===== src/rtl/nrd_recomb8.sv =====
// rtl/nrd_recomb8.sv - sequential signed Booth multiply-accumulate rebuilding quo*divisor+rem
//
// Purpose: reconstructs the dividend from the outputs of the 8-bit non-restoring
//   divider. It runs one Booth step per clock behind a start/busy/done handshake.
//   Optional build macro: NRD_RECOMB_RADIX4_EN selects radix-4 Booth (4 steps).
//   The default build uses radix-2 Booth (8 steps).
// Ports:
//   clk      in   rising-edge clock
//   rst_n    in   asynchronous active-low reset
//   start    in   request, sampled only in IDLE
//   quo      in   [7:0]  signed quotient (multiplier)
//   divisor  in   [6:0]  unsigned divisor (multiplicand, zero-extended)
//   rem      in   [7:0]  signed remainder, added after the multiply
//   busy     out  high from the accepting edge until the result edge
//   done     out  one-cycle result-valid pulse
//   prod     out  [15:0] signed quo*divisor + rem
//   dividend out  [7:0]  prod[7:0]
//   ovf      out  prod outside [-128, 127]
module nrd_recomb8 (
  input  logic        clk,
  input  logic        rst_n,
  input  logic        start,
  input  logic [7:0]  quo,
  input  logic [6:0]  divisor,
  input  logic [7:0]  rem,
  output logic        busy,
  output logic        done,
  output logic [15:0] prod,
  output logic [7:0]  dividend,
  output logic        ovf
);

  typedef enum logic [1:0] {IDLE, RUN, DONE} state_t;

`ifdef NRD_RECOMB_RADIX4_EN
  localparam int         SHIFT    = 2;
  localparam logic [2:0] LAST_CNT = 3'd3;
`else
  localparam int         SHIFT    = 1;
  localparam logic [2:0] LAST_CNT = 3'd7;
`endif

  state_t      state, state_nxt;
  logic [8:0]  a;          // accumulator; 9 bits hold the partial sum in [-2M, 2M]
  logic [8:0]  m;          // multiplicand, zero-extended divisor
  logic [7:0]  q;          // multiplier, consumed from the bottom
  logic        q_1;        // Booth history bit
  logic [7:0]  r;          // remainder captured at accept
  logic [2:0]  cnt;
  logic [8:0]  addend;
  logic [8:0]  a_sum;
  logic [17:0] step_w;
  logic [15:0] prod_nxt;
  logic        last_step;

  // Booth recoding of the low multiplier bits into the accumulator addend.
  always_comb begin
    addend = 9'd0;
`ifdef NRD_RECOMB_RADIX4_EN
    case ({q[1], q[0], q_1})
      3'b001, 3'b010: addend = m;
      3'b011:         addend = m << 1;
      3'b100:         addend = -(m << 1);
      3'b101, 3'b110: addend = -m;
      default:        addend = 9'd0;
    endcase
`else
    case ({q[0], q_1})
      2'b01:   addend = m;
      2'b10:   addend = -m;
      default: addend = 9'd0;
    endcase
`endif
  end

  assign a_sum     = a + addend;
  assign step_w    = $signed({a_sum, q, q_1}) >>> SHIFT;
  assign last_step = (cnt == LAST_CNT);

  // After the final step {A,Q} holds the full product; it fits in 16 bits,
  // so A[8] is only a sign copy and is dropped here.
  assign prod_nxt  = {a[7:0], q} + {{8{r[7]}}, r};

  always_comb begin
    state_nxt = state;
    case (state)
      IDLE:    if (start) state_nxt = RUN;
      RUN:     if (last_step) state_nxt = DONE;
      DONE:    state_nxt = IDLE;
      default: state_nxt = IDLE;
    endcase
  end

  assign busy     = (state != IDLE);
  assign dividend = prod[7:0];

  always_ff @(posedge clk or negedge rst_n) begin
    if (!rst_n) begin
      state <= IDLE;
      a     <= 9'd0;
      m     <= 9'd0;
      q     <= 8'd0;
      q_1   <= 1'b0;
      r     <= 8'd0;
      cnt   <= 3'd0;
      done  <= 1'b0;
      prod  <= 16'd0;
      ovf   <= 1'b0;
    end else begin
      state <= state_nxt;
      done  <= (state == DONE);
      case (state)
        IDLE: begin
          if (start) begin
            a   <= 9'd0;
            m   <= {2'b00, divisor};
            q   <= quo;
            q_1 <= 1'b0;
            r   <= rem;
            cnt <= 3'd0;
          end
        end
        RUN: begin
          {a, q, q_1} <= step_w;
          cnt         <= cnt + 3'd1;
        end
        DONE: begin
          prod <= prod_nxt;
          // Fits in 8 signed bits only when bits 15..7 are all copies of the sign.
          ovf  <= !((&prod_nxt[15:7]) || !(|prod_nxt[15:7]));
        end
        default: ;
      endcase
    end
  end

endmodule

===== config.mk =====
export PLATFORM = sky130hd
export DESIGN_NAME = nrd_recomb8
export DESIGN_NICKNAME = d
export VERILOG_FILES = /design/src/rtl/nrd_recomb8.sv
export SDC_FILE = /design/constraint.sdc
export NUM_CORES = 1
export LEC_CHECK = 0
export BUFFER_PORTS_ARGS = -buffer_cell sky130_fd_sc_hd__buf_4
export CORE_MARGIN = 2
export CORE_UTILIZATION = 53
export CTS_BUF_LIST = sky130_fd_sc_hd__clkbuf_8
export DETAILED_ROUTE_END_ITERATION = 8
export PLACE_DENSITY = 0.83
export SLEW_MARGIN = 20
export SYNTH_ARGS = -nofsm -noshare
export SYNTH_HDL_FRONTEND = slang
export SYNTH_SLANG_ARGS = --single-unit

===== constraint.sdc =====
create_clock -name clk -period 3 [get_ports clk]
set_input_delay 0.15 -clock clk [delete_from_list [all_inputs] [get_ports clk]]
set_output_delay 0.15 -clock clk [all_outputs]
set_load 0.05 [all_outputs]

==> impl_metrics.ini, run 1 <==
[floorplan]
rows = 29
coreArea_um2 = 6310
die_w_um = 84.6
die_h_um = 84.6
initial_utilization_pct = 54.5
pin_count = 53
die_area_um2 = 7160

[yosys]
synth_ff_type = dfrtp_1
yosysWarnings = 0
synthCells = 378
synth_nets = 434
synth.distinct_cells = 50
async_reset_ff_share_pct = 100
synth-seq-area-share_pct = 40.0
synth_top_cell_by_area = dfrtp_1
synth.avg_cell_area_um2 = 9.11
synth_common_cells = 65 x nand2_1, 55 x dfrtp_1, 35 x o21ai_0, 28 x ha_1, 19 x inv_1
synthTopCellsByArea = dfrtp_1 40%, ha_1 10%, nand2_1 7.1%
synth-edff-count = 0
synthMostInstantiatedCell = nand2_1
yosys_register_bits = 55
netlist.area_leader.share_pct = 40.0
synth_area_um2 = 3440

[global_routing]
grt_use_total_pct = 20.4
antenna_found_initial = 0
grt_pass1_wl_mm = 12.0
gr-total-overflow = 0
first_global_vias = 2743
grt_max_degree = 56

[final_layout]
drive_above_1_share_pct = 23.1
final_cells = 505
antenna-diode-count = 0
fin_nets = 483
syn2layout_area_growth_pct = 19.0

[sta]
fmax_mhz = 348
setup_viol = 0
finalClockSkew_ns = 0.00991
worst_slew_pin_slew_ns = 0.918
post-route-period-util_pct = 95.8
rsz0062_at_grt = true
finalHoldViolations = 0
finalSetupTns_ns = 0
timing.final.crit_period_ns = 2.87
slew-limit-headroom_pct = 38.8
drv_slew = 0

[placed_design]
hpwl_mm = 5.23
place_inst = 494
globalplace.congestion = 0.861
portBuffers = 52

[critical_path]
worstPathArrival_ns = 3.10
crit_path_top_delay_cell = dfrtp_1
crit_chain = inv_1 -> ha_4 -> nor2b_1 -> nor2_1 -> nor2_1 -> ha_1 -> inv_1 -> fa_1 -> nor2b_2 -> o21ai_2 -> a21boi_2 -> o21ai_2 -> a21oi_2 -> xor2_1 -> or3_1 -> o21ai_0
cpPeakStageDelay_ns = 0.40
worst-path-buf-inv = 2
path_delay_family = adder cells
cp-start-kind = flop
crit_required_ns = 3.23
worst-path-max-fanout = 3
crit_type = flop to flop
worst_setup_path_end_kind = flop

[routing]
dr.first_iter.drc_count = 158
firstDrtPassIters = 4
ant_nets = 0
drc_errors = 0
num_vias = 2873
wirelength_mm = 7.18
wire_per_inst_um = 14.2
via_per_inst = 5.69

[cts]
numCtsBuffers = 5
cts-root-buf = clkbuf_8
cts_tree = yes
cts_buffer_depth = 2
clkLatencyLatePin_ns = 0.31
htreeDepth = 2
path_clk_slew_ns = 0.10
cts.sinks = 55

[run_status]
run_status = finished clean

[worst_hold_path]
hold_path.class = input port to flop

[run]
cap_violations = 0
==> path summary, 6_finish.rpt <==
path                                 start       end  slack, ns  cells past startpoint
worst max-delay path                  q[0]      a[7]       0.13                     16
worst min-delay path            divisor[0]      m[0]       0.04                      3
worst max register to register        q[0]      a[7]       0.13                     16
worst min register to register     prod[9]   prod[9]       0.48                      2
max in group asynchronous            rst_n       q_1       2.13                      2
min in group asynchronous            rst_n  prod[12]       0.42                      2
==> flip-flops by register name (all words and copies together), names as in the netlist, 2 cells and up <==
register	cells
prod	16
m	7
state	2
a	8
r	8
q	8
cnt	3
==> what timing repair did <==
action,in CTS,in global routing
hold endpoints to repair,55,0
pin swaps,0,4
endpoints found under the setup margin,1,4
resized for setup,3,13
setup buffers,0,2
hold buffers,1,0
cloned,0,0
==> cell families after synthesis <==
logic type	share of synthesized area, %
AO/OA/AOI/OAI	17.0
XOR/XNOR	5.34
adder cells (fa/ha/maj)	11.3
buffers and inverters	5.56
flip-flops	40.0
multiplexers	3.92
AND/OR/NAND/NOR	16.9
==> metrics by stage <==
stage / hold slack [ns] / area, µm² / util, % / setup WS, ns
4_1_cts: 0.0398 / 4030 / 63.8 / -0.00887
3_5_place_dp: 0.240 / 3880 / 61.4 / -0.0789
5_1_grt: 0.0410 / 4100 / 64.9 / -0.0920
3_3_place_gp: 0.230 / 3880 / 61.4 / 0.0542
2_1_floorplan: -0.146 / 3440 / - / 0.0100
6_report: 0.0425 / 4100 / 64.9 / 0.127
==> tightest hold or removal path, delay by kind of cell <==
family / cells / cell delay (ns)
compound gates: 1 / 0.05
buf+inv: 1 / 0.08
simple gates: 1 / 0.03
==> final cells by class <==
| type | instances | area [µm²] |
|---|---|---|
| Clock inverter | 3 | 67.6 |
| Timing Repair Buffer | 63 | 475 |
| Sequential cell | 55 | 1380 |
| Tap cell | 77 | 96.3 |
| Clock buffer | 5 | 68.8 |
| Inverter | 20 | 75.1 |
| Fill cell | 539 | 2220 |
| Multi-Input combinational cell | 282 | 1940 |
==> per-layer routing <==
| layer | GRT usage [%] | up-vias | wire length, µm |
|---|---|---|---|
| li1 | - | 1428 | - |
| met1 | 25.6 | 1342 | 3150 |
| met2 | 35.9 | 92 | 3510 |
| met3 | 3.34 | 11 | 405 |
| met4 | 6.06 | 0 | 110 |
| met5 | 0 | - | 0 |
==> placed cells by master, fill, tap and decap left out, drive strengths merged, types with 3 or more instances in the layout <==
master and count:
a211oi 3, a21o 4, a21oi 18, a22oi 8, buf 62, clkbuf 5, dfrtp 55, ha 28
inv 19, mux2 12, nand2 65, nand2b 5, nand3 8, nor2 15, nor2b 5, nor3 5
nor4 7, o21ai 36, o21bai 3, o22ai 7, or2 3, or3 4, xnor2 14, xor2 7
Power of run 1 is left out: the tool's default activity adds up to more than one toggle a clock period on the data nets, which glitch-free logic cannot reach.
==> run 2, diff against run 1 <==
==> constraint.sdc (replaced) <==
create_clock -name clk -period 3 [get_ports clk]
set_input_delay 0.75 -clock clk [delete_from_list [all_inputs] [get_ports clk]]
set_output_delay 0.75 -clock clk [all_outputs]
set_load 0.05 [all_outputs]
==> run 2 against run 1 <==
Effect of this change: final cell count is 0.40% higher; maximum frequency down 0.85%; critical path depth decreased by 5; utilization up 0.91 points; sequential cell count did not move; global-route usage is 0.16 points higher; clock skew is 0.0051 ns lower; first-iteration DRC count is 1.3% higher; worst hold slack better by 0.42 ns; worst setup slack got worse by 0.025 ns.
==> impl_metrics.ini, run 2 (synthesis results as in run 1) <==
[worst_hold_path]
hold_path.class = input port to async pin

[critical_path]
cpPeakStageDelay_ns = 0.40
crit_chain = buf_4 -> ha_2 -> fa_2 -> a21oi_4 -> o2111ai_1 -> a41o_1 -> a211oi_2 -> xnor2_2 -> nand2_1 -> nor4_1 -> nor3_1
crit_required_ns = 3.20
crit_path_top_delay_cell = dfrtp_1
worstRegToRegCells = 11
cp-start-kind = flop
worstPathArrival_ns = 3.10
worst_setup_path_end_kind = flop
r2r-start = q[0]
worst-path-max-fanout = 3
crit_type = flop to flop
r2r-end = ovf
r2r_slack_ns = 0.10

[global_routing]
grt_max_degree = 56
grt_use_total_pct = 20.5
gr-total-overflow = 0
antenna_found_initial = 0
first_global_vias = 2700
grt_pass1_wl_mm = 12.0

[cts]
clkLatencyLatePin_ns = 0.32
cts.sinks = 55
numCtsBuffers = 5
path_clk_slew_ns = 0.10
cts_buffer_depth = 2
cts_tree = yes
postCtsHoldBufs = 0
htreeDepth = 2
cts-root-buf = clkbuf_8

[sta]
post-route-period-util_pct = 96.6
timing.final.crit_period_ns = 2.90
slew-limit-headroom_pct = 35.3
fmax_mhz = 345
worst_slew_pin_slew_ns = 0.971
drv_slew = 0
finalSetupTns_ns = 0
finalClockSkew_ns = 0.00485
finalHoldViolations = 0
rsz0062_at_grt = true
final.setup.worst_slack_ns = 0.103
setup_viol = 0

[placed_design]
hpwl_mm = 5.39
globalplace.congestion = 0.865
portBuffers = 52
dp_slack_ns = -0.0763

[floorplan]
initial_utilization_pct = 54.5
coreArea_um2 = 6310
die_area_um2 = 7160
pin_count = 53
rows = 29
die_h_um = 84.6
die_w_um = 84.6

[routing]
firstDrtPassIters = 5
wire_per_inst_um = 14.6
ant_nets = 0
met2_length_mm = 3.78
drc_errors = 0
num_vias = 2889
wirelength_mm = 7.42
drt-met1-wl_mm = 3.18
dr.first_iter.drc_count = 160
highest_layer = met4
wl_met3_um = 358
via_per_inst = 5.70

[final_layout]
antenna-diode-count = 0
largest_reg_flops = 16
drive_above_1_share_pct = 26.0
fin_nets = 485
syn2layout_area_growth_pct = 20.7
fin_util_pct = 65.8
largest-register = prod
layout_common_cells = 65 x nand2_1, 65 x buf_4, 54 x dfrtp_1, 32 x o21ai_0, 24 x ha_1

[run_status]
run_status = finished clean

[run]
cap_violations = 0
==> run 2: cell count changes in the layout (fill, tap and decap cells not counted), sizes merged <==
cell         change
buf              +3
dlygate4sd3      -1
==> run 2: critical path: cells and delay by family (launching register included) <==
| kind | cells | cell delay, ns |
|---|---|---|
| compound gates | 4 | 0.99 |
| flops | 1 | 0.40 |
| fa+ha+maj | 2 | 0.62 |
| buf+inv | 1 | 0.15 |
| simple gates | 3 | 0.46 |
| xor+xnor | 1 | 0.17 |
==> run 2: cell type report <==
| class | instances | area [µm²] |
|---|---|---|
| clock inverters | 3 | 67.6 |
| inverters | 20 | 75.1 |
| fillers | 497 | 2160 |
| repair buffers | 65 | 488 |
| clock buffers | 5 | 68.8 |
| flip-flops and latches | 55 | 1380 |
| well taps | 77 | 96.3 |
| multi-input cells | 282 | 1980 |
==> run 2: per-stage QoR <==
stage	instances	hold WS [ns]	instance area (µm²)
after global placement	495	0.461	3880
after detailed placement	495	0.466	3880
after floorplan	378	0.454	3440
after global routing	507	0.516	4160
after CTS	503	0.489	4030
final	507	0.458	4160
==> run 2: worst max-delay path by stage <==
stage	startpoint	end	slack [ns]	cells after the start
3_3_place_gp	q[0]	a[7]	0.06	16
3_5_place_dp	q[0]	a[7]	-0.08	16
5_1_grt	q[0]	a[7]	-0.08	16
2_1_floorplan	q[0]	a[7]	0.01	17
4_1_cts	q_1	a[7]	-0.03	15
6_report	q[0]	ovf	0.10	11
==> run 2: metal layers <==
metal,track usage (%),vias up
met5,0,-
met4,6.64,0
met3,3.83,8
met2,34.8,77
met1,26.6,1376
li1,-,1428
==> run 2: timing repair <==
| action | 4_1_cts | 5_1_grt |
|---|---|---|
| resized for setup | 3 | 26 |
| cloned | 0 | 0 |
| setup endpoints to repair | 2 | 5 |
| pin swaps | 1 | 10 |
| buffers inserted | 0 | 4 |
Power of run 2 is left out for the same reason.
